--- config.mk ---
export PLATFORM = sky130hd
export DESIGN_NAME = rst_seq
export DESIGN_NICKNAME = d
export VERILOG_FILES = /design/src/rtl/rst_seq.sv
export SDC_FILE = /design/constraint.sdc
export NUM_CORES = 1
export LEC_CHECK = 0
export BUFFER_PORTS_ARGS = -buffer_cell sky130_fd_sc_hd__buf_2
export CAP_MARGIN = 20
export CORE_UTILIZATION = 35
export DETAILED_ROUTE_END_ITERATION = 8
export GPL_ROUTABILITY_DRIVEN = 0
export HOLD_SLACK_MARGIN = 0.12
export PLACE_DENSITY_LB_ADDON = 0.08
export SLEW_MARGIN = 20
export SYNTH_ARGS = -nofsm -noshare
export SYNTH_HDL_FRONTEND = slang
export SYNTH_SLANG_ARGS = --single-unit
--- constraint.sdc ---
create_clock -name clk_i -period 8 [get_ports clk_i]
set_clock_uncertainty 0.1 [all_clocks]
set_input_delay 0.8 -clock clk_i [delete_from_list [all_inputs] [get_ports clk_i]]
set_output_delay 0.8 -clock clk_i [all_outputs]
set_load 0.005 [all_outputs]
--- src/rtl/rst_seq.sv ---
// Sequenced reset release: after clock lock, channel k leaves reset DELAY + k*STEP cycles later.
// Define RST_SEQ_LOCK_SYNC_EN to pass lock_i through a two-flop synchroniser on clk_i.
module rst_seq #(
  parameter int unsigned      CH_NUM = 3,
  parameter int unsigned      CNT_W  = 20,
  parameter logic [CNT_W-1:0] DELAY  = CNT_W'(20'h0fff0),
  parameter logic [CNT_W-1:0] STEP   = CNT_W'(20'h01000)
) (
  input  logic              clk_i,
  input  logic              rst_n_i,
  input  logic              lock_i,
  input  logic              retrig_i,
  output logic [CH_NUM-1:0] rst_o,
  output logic              done_o
);

  localparam logic [CNT_W-1:0] T_LAST = DELAY + CNT_W'(CH_NUM - 1) * STEP;

  typedef enum logic [1:0] {
    S_WAIT,
    S_CNT,
    S_DONE
  } state_t;

  state_t            r_state;
  state_t            w_stateNext;
  logic [CNT_W-1:0]  r_cnt;
  logic [CNT_W-1:0]  w_cntNext;
  logic [CNT_W-1:0]  w_cntInc;
  logic [CH_NUM-1:0] r_rst;
  logic [CH_NUM-1:0] w_rstNext;
  logic [CH_NUM-1:0] w_relHit;
  logic              r_done;
  logic              w_doneNext;
  logic              w_lock;
  logic              w_abort;

`ifdef RST_SEQ_LOCK_SYNC_EN
  logic r_lockS1;
  logic r_lockS2;

  always_ff @(posedge clk_i or negedge rst_n_i) begin
    if (!rst_n_i) begin
      r_lockS1 <= 1'b0;
      r_lockS2 <= 1'b0;
    end else begin
      r_lockS1 <= lock_i;
      r_lockS2 <= r_lockS1;
    end
  end

  assign w_lock = r_lockS2;
`else
  assign w_lock = lock_i;
`endif

  assign w_abort  = !w_lock || retrig_i;
  assign w_cntInc = r_cnt + CNT_W'(1);

  // Each channel's release threshold is a constant; a hit means the next count reaches it.
  for (genvar g = 0; g < CH_NUM; g++) begin : g_rel
    localparam logic [CNT_W-1:0] REL_T = DELAY + CNT_W'(g) * STEP;
    assign w_relHit[g] = (w_cntInc >= REL_T);
  end

  always_ff @(posedge clk_i or negedge rst_n_i) begin
    if (!rst_n_i) begin
      r_state <= S_WAIT;
      r_cnt   <= '0;
      r_rst   <= '1;
      r_done  <= 1'b0;
    end else begin
      r_state <= w_stateNext;
      r_cnt   <= w_cntNext;
      r_rst   <= w_rstNext;
      r_done  <= w_doneNext;
    end
  end

  always_comb begin
    w_stateNext = r_state;
    w_cntNext   = r_cnt;
    w_rstNext   = r_rst;
    w_doneNext  = r_done;
    case (r_state)
      S_WAIT: begin
        w_cntNext  = '0;
        w_rstNext  = '1;
        w_doneNext = 1'b0;
        if (!w_abort) begin
          w_stateNext = S_CNT;
        end
      end
      S_CNT: begin
        if (w_abort) begin
          w_stateNext = S_WAIT;
          w_cntNext   = '0;
          w_rstNext   = '1;
          w_doneNext  = 1'b0;
        end else begin
          // Masking only ever clears bits, so a released channel stays released.
          w_cntNext = w_cntInc;
          w_rstNext = r_rst & ~w_relHit;
          if (w_cntInc == T_LAST) begin
            w_stateNext = S_DONE;
            w_doneNext  = 1'b1;
          end
        end
      end
      S_DONE: begin
        if (w_abort) begin
          w_stateNext = S_WAIT;
          w_cntNext   = '0;
          w_rstNext   = '1;
          w_doneNext  = 1'b0;
        end
      end
      default: begin
        w_stateNext = S_WAIT;
        w_cntNext   = '0;
        w_rstNext   = '1;
        w_doneNext  = 1'b0;
      end
    endcase
  end

  assign rst_o  = r_rst;
  assign done_o = r_done;

endmodule

== After elaboration in Yosys (flattened, before gate mapping) ==
Cells that the tools add are included.

* Word-level logic and storage cells: 36
* Input port bits: 4
* Register bits after elaboration: 26
* Output and inout port bits: 4

* Add/subtract/negate cells: 1
* Reduce and logical (&&, ||, !) cells: 5
* Order comparisons: 3
* Equality and inequality tests: 6
* Bitwise logic cells: 2
* Multiplexer cells: 15

{| class="wikitable"
|+ Operators with widths
! operator !! count
|-
| $ge A20 B17 Y1 const B || 2
|-
| $mux W20 || 2
|-
| $pmux W20 S2 || 1
|-
| $add A20 B1 Y20 const B || 1
|-
| $eq A20 B17 Y1 const B || 1
|-
| $ge A20 B16 Y1 const B || 1
|-
| $mux W2 || 4
|-
| $mux W3 || 2
|-
| $pmux W2 S3 || 1
|-
| $pmux W3 S2 || 1
|-
| $ne A2 B2 Y1 const B || 2
|-
| $and A3 B3 Y3 || 1
|-
| $mux W1 || 3
|-
| $ne A3 B3 Y1 const B || 1
|-
| $not A3 Y3 || 1
|-
| $reduce_and A3 Y1 || 1
|-
| $eq A2 B1 Y1 const B || 1
|-
| $eq A2 B2 Y1 const B || 1
|-
| $logic_not A2 Y1 || 1
|-
| $pmux W1 S2 || 1
|-
| $reduce_and A2 Y1 || 1
|-
| $logic_not A1 Y1 || 1
|-
| $logic_or A1 B1 Y1 || 1
|}

== Depth between registers and ports, before layout ==
* Depth after elaboration: 6
* Gate-level depth with buffers: 8
* Mapped depth without buffers: 7

== Least setup slack after synthesis ==
No wires, ideal clock.

* Kind: reg2reg
* Start: register r_cnt[0]
* End: register r_state[0]
* Data required time: 7771 ps
* Path buffers: 1
* Slack: 5424 ps
* Data arrival time: 2347 ps
* Cell stages (with the launch flop): 9
* Path through: dfrtp_1 > ha_1 > and3_1 > buf_2 > nand3_1 > xor2_1 > or3_1 > or3_1 > o41a_1

* Cells in the longest elaborated chain, start to end: 4

{| class="wikitable"
|+ Ends and longest elaborated chain
! item !! RTL line !! source
|-
| start, declared || 27 || <nowiki>logic [CNT_W-1:0] r_cnt;</nowiki>
|-
| start signal, assigned || 74 || <nowiki>r_cnt <= w_cntNext;</nowiki>
|-
| $add A20 B1 Y20 || 58 || <nowiki>assign w_cntInc = r_cnt + CNT_W'(1);</nowiki>
|-
| $eq A20 B17 Y1 || 104 || <nowiki>if (w_cntInc == T_LAST) begin</nowiki>
|-
| $ne A3 B3 Y1 (no line) || n/a ||
|-
| $reduce_and A3 Y1 (no line) || n/a ||
|-
| end signal, assigned || 73 || <nowiki>r_state <= w_stateNext;</nowiki>
|-
| end, declared || 25 || <nowiki>state_t r_state;</nowiki>
|}

No other way between the ends.
A chain may end at the register's enable or synchronous reset.

== Worst setup path in the final report ==
Same ends and word-level chain as after synthesis.

==> key figures <==
Setup path
  • CP bufs+invs: 0
  • Slowest-stage cell, CP: dfrtp_1
  • Startpoint Class: flop
  • Flop2flop setup slack: just over 5000 ps
  • Crit path max fanout: 9
  • Critical Path Start: r_cnt[0]
  • Levels on crit path: 7
  • Critical Path AT: slightly below 3000 ps
  • CP required: just over 8000 ps
  • CP Capture Point: r_state[0]
  • CP top delay family: simple AND/OR/NAND/NOR gates
  • Worst reg2reg startpoint: r_cnt[0]
  • Crit Path Class: reg2reg
  • Crit-path max cell delay: 490 ps
  • R2r endpoint: r_state[0]
  • Critical Path Sink Type: flop
  • Cell count of the worst reg-to-reg path: 7
  • Crit-path cells: ha_1, and3_1, nand3_1, xor2_1, or3_1, or3_1, o41a_1
  • Crit-path most repeated cell: or3_1

STA
  • Setup TNS: 0 ps
  • Fin crit period: around 2800 ps
  • Fmax: 352 MHz
  • Final setup viols: 0
  • Slew at the pin closest to its max-slew limit: about 800 ps
  • Worst rel slew slack: 0.474
  • Fin. max-slew vios: 0
  • RSZ-0062 raised after global routing: no
  • Final worst-path cycle share: 0.355
  • Final Hold Vio Count: 0

CTS
  • Hold_buf cts: 0
  • CTS tree: built
  • CTS Root Cell: clkbuf_8
  • Num CTS Buffers: 3
  • Post-cts sizing count: 0
  • CTS sink count: 26
  • Post-CTS setup buffer count: 0
  • Worst-path clk slew: 90 ps
  • CTS H-tree lvls: 1
  • Clock buffer depth: 2
  • Worst skew pair latency: 280 ps

GRT
  • Vias in the first global route: 1466
  • Largest net degree at the start of global routing: 27
  • GRT Overall Usage: 0.174
  • Initial antenna violation count: 0
  • First-pass GRT wire length: 6950 um
  • GRT Residual Overflow: 0

Placement
  • Post-DP Area: 1700 um2
  • Dpl hpwl: 2720 um
  • Port bufs: 7

Synth
  • Post-synth ARST share: 1.00
  • Synth Flop Type: dfrtp_1
  • Number of synthesized flops with an enable pin: 0
  • Mapped cell area: between 1500 and 2000 um2
  • Syn Inst Count: 196
  • Avg Cell Area, Syn: 8.47 um2
  • YS warnings: 0
  • Seq/Total Area, Yosys: 0.394
  • Syn Nets: 202
  • Synth cell types: 47
  • Register bit total from synthesis: 26

Floorplan
  • Die area: 5020 um2
  • Die Span Y: a little over 70 um
  • Core area: 4440 um2
  • Top Ports: 8
  • Num rows: 24
  • Initial Util: 0.374
  • Chip width: 70.9 um

Drt
  • DR vias/cell: 6.13
  • Antenna-violating nets left: 0
  • Detailed-route wire length: 3910 um
  • DRC: 0
  • DRT Pass-1 Iters: 6
  • Initial drt markers: 70
  • DR WL/cell: 16.0 um
  • Vias: 1501

Power and ir drop
  • Psw: 0.0498 mW
  • Internal power: 0.178 mW
  • Max VDD drop: 0.0000624 V
  • Comb pwr share: 0.032
  • Sequential Power Share: 0.582
  • Switching share of power: 0.219
  • Power density over the cells: about 130 nW/um2
  • Clk network pwr share: 0.386
  • P_leak: about 0.67 nW

Layout
  • Post-Layout Inst Area: 1770 um2
  • Share of layout cells above drive strength 1: 0.145
  • Area growth, synth to finish: 6.48%
  • Fillers: 454
  • Diode count: 0
  • # nets final: 200
  • Most common cell after layout, fill and taps aside: o21ai_0
  • Most frequent cells in the layout: o21ai_0 (31), dfrtp_1 (23), nand2_1 (21), nor2_1 (15), nand3_1 (12)

Flow run
  • Max-Cap Viols: 0

Hold path
  • Hold WC Path Type: in2async

Status
  • Status: completed
[flip-flops by register name, indices dropped and copies added (netlist names)]
| register | flops |
|---|---|
| r_cnt | 20 |
| rst_o | 3 |
| r_state | 2 |
| done_o | 1 |
[kinds of logic after synthesis]
group	after synthesis	synth area share
flops	26	0.394
fa+ha+maj	2	0.0151
buf+inv	18	0.0512
compound gates	60	0.223
xor+xnor	8	0.0422
simple gates	82	0.274
[routing by layer]
layer | wire, um | track usage | share of wire
met5 | 0 | 0 | 0
met4 | 49 | 0.0556 | 0.013
met3 | 125 | 0.0256 | 0.032
met2 | 1770 | 0.282 | 0.45
met1 | 1960 | 0.241 | 0.50
[cells in the mapped netlist (2+ instances only)]
cell / instances / area (um2)
nor2_1: 15 / 56.3
o22ai_1: 2 / 12.5
nand4_2: 2 / 25.0
nor4_1: 2 / 12.5
o21ai_0: 31 / 155
nand2_1: 21 / 78.8
dfstp_2: 3 / 78.8
a21oi_1: 5 / 25.0
o31ai_1: 2 / 15.0
ha_1: 2 / 25.0
nand2_2: 2 / 12.5
xor2_1: 4 / 35.0
and4_1: 2 / 17.5
a31oi_1: 6 / 37.5
clkbuf_1: 7 / 26.3
nand3_1: 12 / 60.1
buf_4: 3 / 22.5
or3_1: 3 / 18.8
xnor2_1: 4 / 35.0
inv_1: 3 / 11.3
dfrtp_1: 23 / 576
o41ai_1: 4 / 35.0
nand4_1: 6 / 37.5
buf_2: 5 / 25.0
nor3_1: 5 / 25.0
[how the worst min path moves through the flow]
stage,startpoint,end,slack (ps),depth (start not counted)
CTS,done_o,done_o,420,2
floorplan,rst_n_i,done_o,400,0
global placement,done_o,done_o,390,2
finish,rst_n_i,r_cnt[7],410,1
global route,done_o,done_o,450,2
detailed placement,done_o,done_o,390,2
[power by group through the flow]
stage                     Clock (mW)  Sequential [mW]  Combinational (mW)
after floorplan                    0            0.135             0.00304
after global placement             0            0.135             0.00734
after detailed placement           0            0.135             0.00747
after CTS                     0.0908            0.132             0.00750
after global routing          0.0948            0.133             0.00846
final                         0.0879            0.132             0.00723
[layout make-up]
cell class	count	area [um2]	area share
flip-flops and latches	26	654	0.370
repair buffers	8	46.3	0.0262
well taps	52	65.1	0.0368
multi-input cells	152	936	0.529
inverters	3	11.3	0.00637
clock buffers	4	55.1	0.0311
[through the flow]
stage / utilization / power [mW] / hold WS (ps) / worst slack, ps / std cells
after detailed placement: 0.383 / 0.142 / 393 / 5180 / 240
final: 0.398 / 0.228 / 412 / 5160 / 245
after floorplan: - / 0.138 / 396 / 5420 / 196
after global placement: 0.383 / 0.142 / 391 / 5260 / 240
after global routing: 0.398 / 0.236 / 451 / 5000 / 245
after CTS: 0.395 / 0.231 / 415 / 5170 / 244
No activity file was read; power rests on OpenSTA's default activity.
